`src/rtl/hazard_lights.sv`:
```
// Wind-indicator hazard lights: free-running 32-bit divider and a 3-LED pattern FSM
// that advances on a divider-derived step enable (or every clock in simulation mode).
module hazard_lights #(
    parameter int DIV_BIT = 25,
    parameter bit USE_DIV = 1'b1
) (
    input  logic        clk,
    input  logic        reset,
    input  logic [1:0]  wind,
    output logic [2:0]  leds,
    output logic [31:0] divided_clocks,
    output logic        step
);

    typedef enum logic [2:0] {
        ST_OUTER = 3'b101,
        ST_MID   = 3'b010,
        ST_LEFT  = 3'b100,
        ST_RIGHT = 3'b001
    } state_t;

    // Low DIV_BIT+1 bits of the divider must read 0111..1 to fire a step.
    localparam logic [31:0] STEP_MASK  = (DIV_BIT >= 31) ? 32'hFFFF_FFFF
                                       : ((32'd1 << (DIV_BIT + 1)) - 32'd1);
    localparam logic [31:0] STEP_MATCH = (32'd1 << DIV_BIT) - 32'd1;

    logic [31:0] r_div;
    state_t      r_state;
    state_t      w_state_next;
    logic        w_match;
    logic        w_step;

    // Divider counter: wraps naturally, cleared by reset
    always_ff @(posedge clk) begin
        if (!reset) begin
            r_div <= 32'd0;
        end else begin
            r_div <= r_div + 32'd1;
        end
    end

    // Step enable from divider match or constant in simulation mode, gated by reset
    always_comb begin
        w_match = 1'b0;
        if (USE_DIV) begin
            w_match = ((r_div & STEP_MASK) == STEP_MATCH);
        end else begin
            w_match = 1'b1;
        end
        w_step = w_match & reset;
    end

    // Pattern state register
    always_ff @(posedge clk) begin
        if (!reset) begin
            r_state <= ST_OUTER;
        end else begin
            r_state <= w_state_next;
        end
    end

    // Next-pattern selection; illegal patterns recover to 101 regardless of step
    always_comb begin
        w_state_next = r_state;
        case (r_state)
            ST_OUTER, ST_MID, ST_LEFT, ST_RIGHT: begin
                if (w_step) begin
                    case (wind)
                        2'b01: begin
                            case (r_state)
                                ST_LEFT:  w_state_next = ST_MID;
                                ST_MID:   w_state_next = ST_RIGHT;
                                ST_RIGHT: w_state_next = ST_LEFT;
                                default:  w_state_next = ST_LEFT;
                            endcase
                        end
                        2'b10: begin
                            case (r_state)
                                ST_RIGHT: w_state_next = ST_MID;
                                ST_MID:   w_state_next = ST_LEFT;
                                ST_LEFT:  w_state_next = ST_RIGHT;
                                default:  w_state_next = ST_RIGHT;
                            endcase
                        end
                        default: begin
                            if (r_state == ST_MID) begin
                                w_state_next = ST_OUTER;
                            end else begin
                                w_state_next = ST_MID;
                            end
                        end
                    endcase
                end else begin
                    w_state_next = r_state;
                end
            end
            default: w_state_next = ST_OUTER;
        endcase
    end

    assign leds           = r_state;
    assign divided_clocks = r_div;
    assign step           = w_step;

endmodule

```
`config.mk`:
```
export PLATFORM = sky130hd
export DESIGN_NAME = hazard_lights
export DESIGN_NICKNAME = d
export VERILOG_FILES = /design/src/rtl/hazard_lights.sv
export SDC_FILE = /design/constraint.sdc
export NUM_CORES = 1
export LEC_CHECK = 0
export CORE_UTILIZATION = 40
export CTS_CLUSTER_DIAMETER = 40
export DETAILED_ROUTE_END_ITERATION = 16
export GPL_TIMING_DRIVEN = 0
export PLACE_DENSITY = 0.66
export SYNTH_ARGS = -nofsm -noshare
export SYNTH_HDL_FRONTEND = slang
export SYNTH_SLANG_ARGS = --single-unit
```
`constraint.sdc`:
```
create_clock -name clk -period 2.6 [get_ports clk]
set_input_delay 0.26 -clock clk [delete_from_list [all_inputs] [get_ports clk]]
set_output_delay 0.26 -clock clk [all_outputs]
set_load 0.02 [all_outputs]
```
==> metrics.csv <==
stage;metric;value;unit
floorplanning;die height;68.3;um
clock_network;CTS root buf;clkbuf_8;
timing;fin crit share;92.0;%
route;DRT iter0 DRCs;122;
timing;Least-Margin Pin Slew;0.493;ns
critical_path;R2R depth;7;
clock_network;cts repair resizes;0;
timing;Setup violations, final;0;
timing;Sum Neg Setup Slack;0;ns
global_routing;Congestion Overflow GR;0;
pwr;Pwr Density;416;nW/um2
hold_path;hold path start;reset;
pwr;clock power share;37.3;%
route;DR vias;1490;
timing;minimum clock period;2.39;ns
critical_path;CP max FO;7;
global_routing;number of global-route vias before repair;1345;
synth;sequential area share after synthesis;39.9;%
route;vias per std cell;5.10;
pwr;Flop pwr share;57.4;%
critical_path;RR Endpoint;divided_clocks[24];
clock_network;CTS Buf Count;5;
global_routing;first-pass GRT wire length;6180;um
critical_path;startpoint types;flip-flop;
layout;number of inserted diodes;0;
synth;Post-Syn Instances;197;
placement;GPL Wtd Cong;0.746;
clock_network;clk buf depth;2;
timing;final clock skew;0.00399;ns
critical_path;nature of the critical path endpoint;primary output;
floorplanning;Core ar.;4120;um2
flow_run;max_cap viols;0;
layout;P&R area growth vs syn;29.8;%
floorplanning;Site Rows;23;
hold_path;hold path endpoint;divided_clocks[6];
synth;Synth Register Bits;35;
route;Routed Antenna Nets;0;
critical_path;R2R Setup Slk;0.50;ns
clock_network;TritonCTS Sinks;35;
route;DRT Pass-1 Iters;4;
pwr;total power;948;uW
clock_network;CTS tree;built;
synth;Syn. warnings;0;
synth;post-synthesis cell type count;34;
global_routing;GRT Util Overall;17.8;%
timing;RSZ-0062 raised after global routing;false;
clock_network;H-tree Lvls;2;
route;drc violations;0;
synth;synthesized area;1760;um2
floorplanning;num ports;40;
synth;post-synth net total;204;
pwr;Net Switching;207;uW
critical_path;reg2reg start;divided_clocks[0];
layout;Final Non-Filler Cells;292;
hold_path;hold crit path type;input port to flip-flop;
pwr;Comb pwr share;5.2;%
hold_path;Hold Crit Depth;2;
route;final wirelength;3520;um
layout;layout cells sized above 1;5.37;%
global_routing;largest net degree at the start of global routing;11;
route;WL per Instance;12.1;um
layout;most common cell after layout, fill and taps aside;clkdlybuf4s50_1;
clock_network;CTS clk-pin slew, worst paths;0.06;ns
synth;Syn Area/Cell;8.92;um2
placement;post-detail-place hpwl;2520;um
timing;Final Hold Viols;0;
layout;most frequent cells in the layout;38 x clkdlybuf4s50_1, 35 x dfxtp_1, 27 x and2_1;
pwr;Static Leak;0.000821;uW
floorplanning;Initial Utilization;42.7;%
placement;placed cells;285;
critical_path;crit path DAT;2.13;ns
timing;FMAX;0.418;GHz
critical_path;critical path data required time;2.34;ns
critical_path;Crit Path Class;flip-flop to primary output;
layout;fin nets;250;
placement;buffers added on ports;38;
clock_network;Clock Latency Late Sink;0.28;ns
critical_path;Crit. Startpoint;divided_clocks[10];
clock_network;CTS Hold Bufs;0;
timing;Slew Limit Fails;0;
global_routing;initial antenna violation count;0;
floorplanning;Die ar.;4660;um2
status;status;completed;
pwr;Net Sw Frac;21.8;%
pwr;internal power;741;uW
timing;Worst slew margin;67.0;%
pwr;VDD IR max;0.000314;V
floorplanning;Die W;68.3;um
## cells in the mapped netlist (all sizes together)
library cell	n	area, um2
dfxtp	35	701
and2	27	169
xnor2	23	201
nand3	18	95.1
nand2	11	41.3
nand4	10	68.8
nor2	9	33.8
clkbuf	8	30.0
inv	5	18.8
o21ai	5	25.0
xor2	5	43.8
a21oi	4	20.0
and3	4	25.0
and4	4	36.3
nor3b	4	30.0
ha	3	37.5
nor2b	3	18.8
a21boi	2	15.0
a221o	2	20.0
nand2b	2	15.0
nor3	2	10.0
o32ai	2	17.5
or3	2	12.5
buf	1	11.3
clkinv	1	5.00
nand3b	1	7.51
nand4b	1	8.76
nor4	1	21.3
o2111ai	1	8.76
o31a	1	8.76
## metrics by stage
stage                     hold slack, ns  utilization, %  area [um2]  setup slack, ns
after floorplan                    0.535               -        1760            0.645
after global placement             0.479            53.5        2200            0.261
after detailed placement           0.481            53.5        2200            0.275
after CTS                          0.409            55.2        2270           0.0198
after global routing               0.412            55.4        2280          0.00749
final                              0.384            55.4        2280            0.207
## cells by family after synthesis
logic type / count (synthesis) / share of synthesized area [%]
AOI/OAI and AO/OA: 17 / 6.55
buffers and inverters: 15 / 3.70
adders and majority gates: 3 / 2.14
DFF: 35 / 39.9
and+or+nand+nor: 99 / 33.8
xor gates and xnor gates: 28 / 14.0
## worst max path at each step
stage	to	cells after the start	slack (ns)
floorplan	leds[0]	6	0.65
global placement	step	5	0.26
detailed placement	step	5	0.28
CTS	step	5	0.02
global route	step	6	0.007
finish	step	5	0.21
## flip-flops by register name, summed over array words and instances, names as in the netlist
| register | flops |
|---|---|
| divided_clocks | 32 |
| leds | 3 |
## worst max-delay path, stage by stage (launching register included)
cell             delay, ns
dfxtp_1               0.48
nand4_2               0.19
nor4_4                0.35
nand3_2               0.13
clkinv_2              0.11
clkdlybuf4s50_1       0.60
## final cells by class
| class | instances | area (um2) |
|---|---|---|
| buffer | 9 | 41.3 |
| clock buffer | 6 | 72.6 |
| fill | 415 | 1840 |
| inverter | 6 | 23.8 |
| multi-input combinational | 147 | 991 |
| sequential | 35 | 701 |
| tap | 50 | 62.6 |
| timing repair buffer | 39 | 388 |
## timing repair
action,in CTS,in global routing
buffers inserted,0,1
pin swaps,1,1
endpoints found under the hold margin,0,0
setup endpoints to repair,1,1
## routing by layer
layer	vias to the layer above	routed length, um	GRT usage, %
met5	-	0	0
met4	0	40	7.81
met1	686	1860	25.6
met3	4	132	3.50
li1	766	-	-
met2	34	1490	25.2
## power by group through the flow
| stage | clock network (uW) | logic, uW | registers (uW) |
|---|---|---|---|
| 4_1_cts | 364 | 50.5 | 545 |
| 6_report | 354 | 49.6 | 545 |
| 2_1_floorplan | 0 | 27.2 | 561 |
| 3_3_place_gp | 0 | 49.6 | 557 |
| 3_5_place_dp | 0 | 50.2 | 557 |
| 5_1_grt | 391 | 56.9 | 545 |
(Power assumes the default switching activity.)
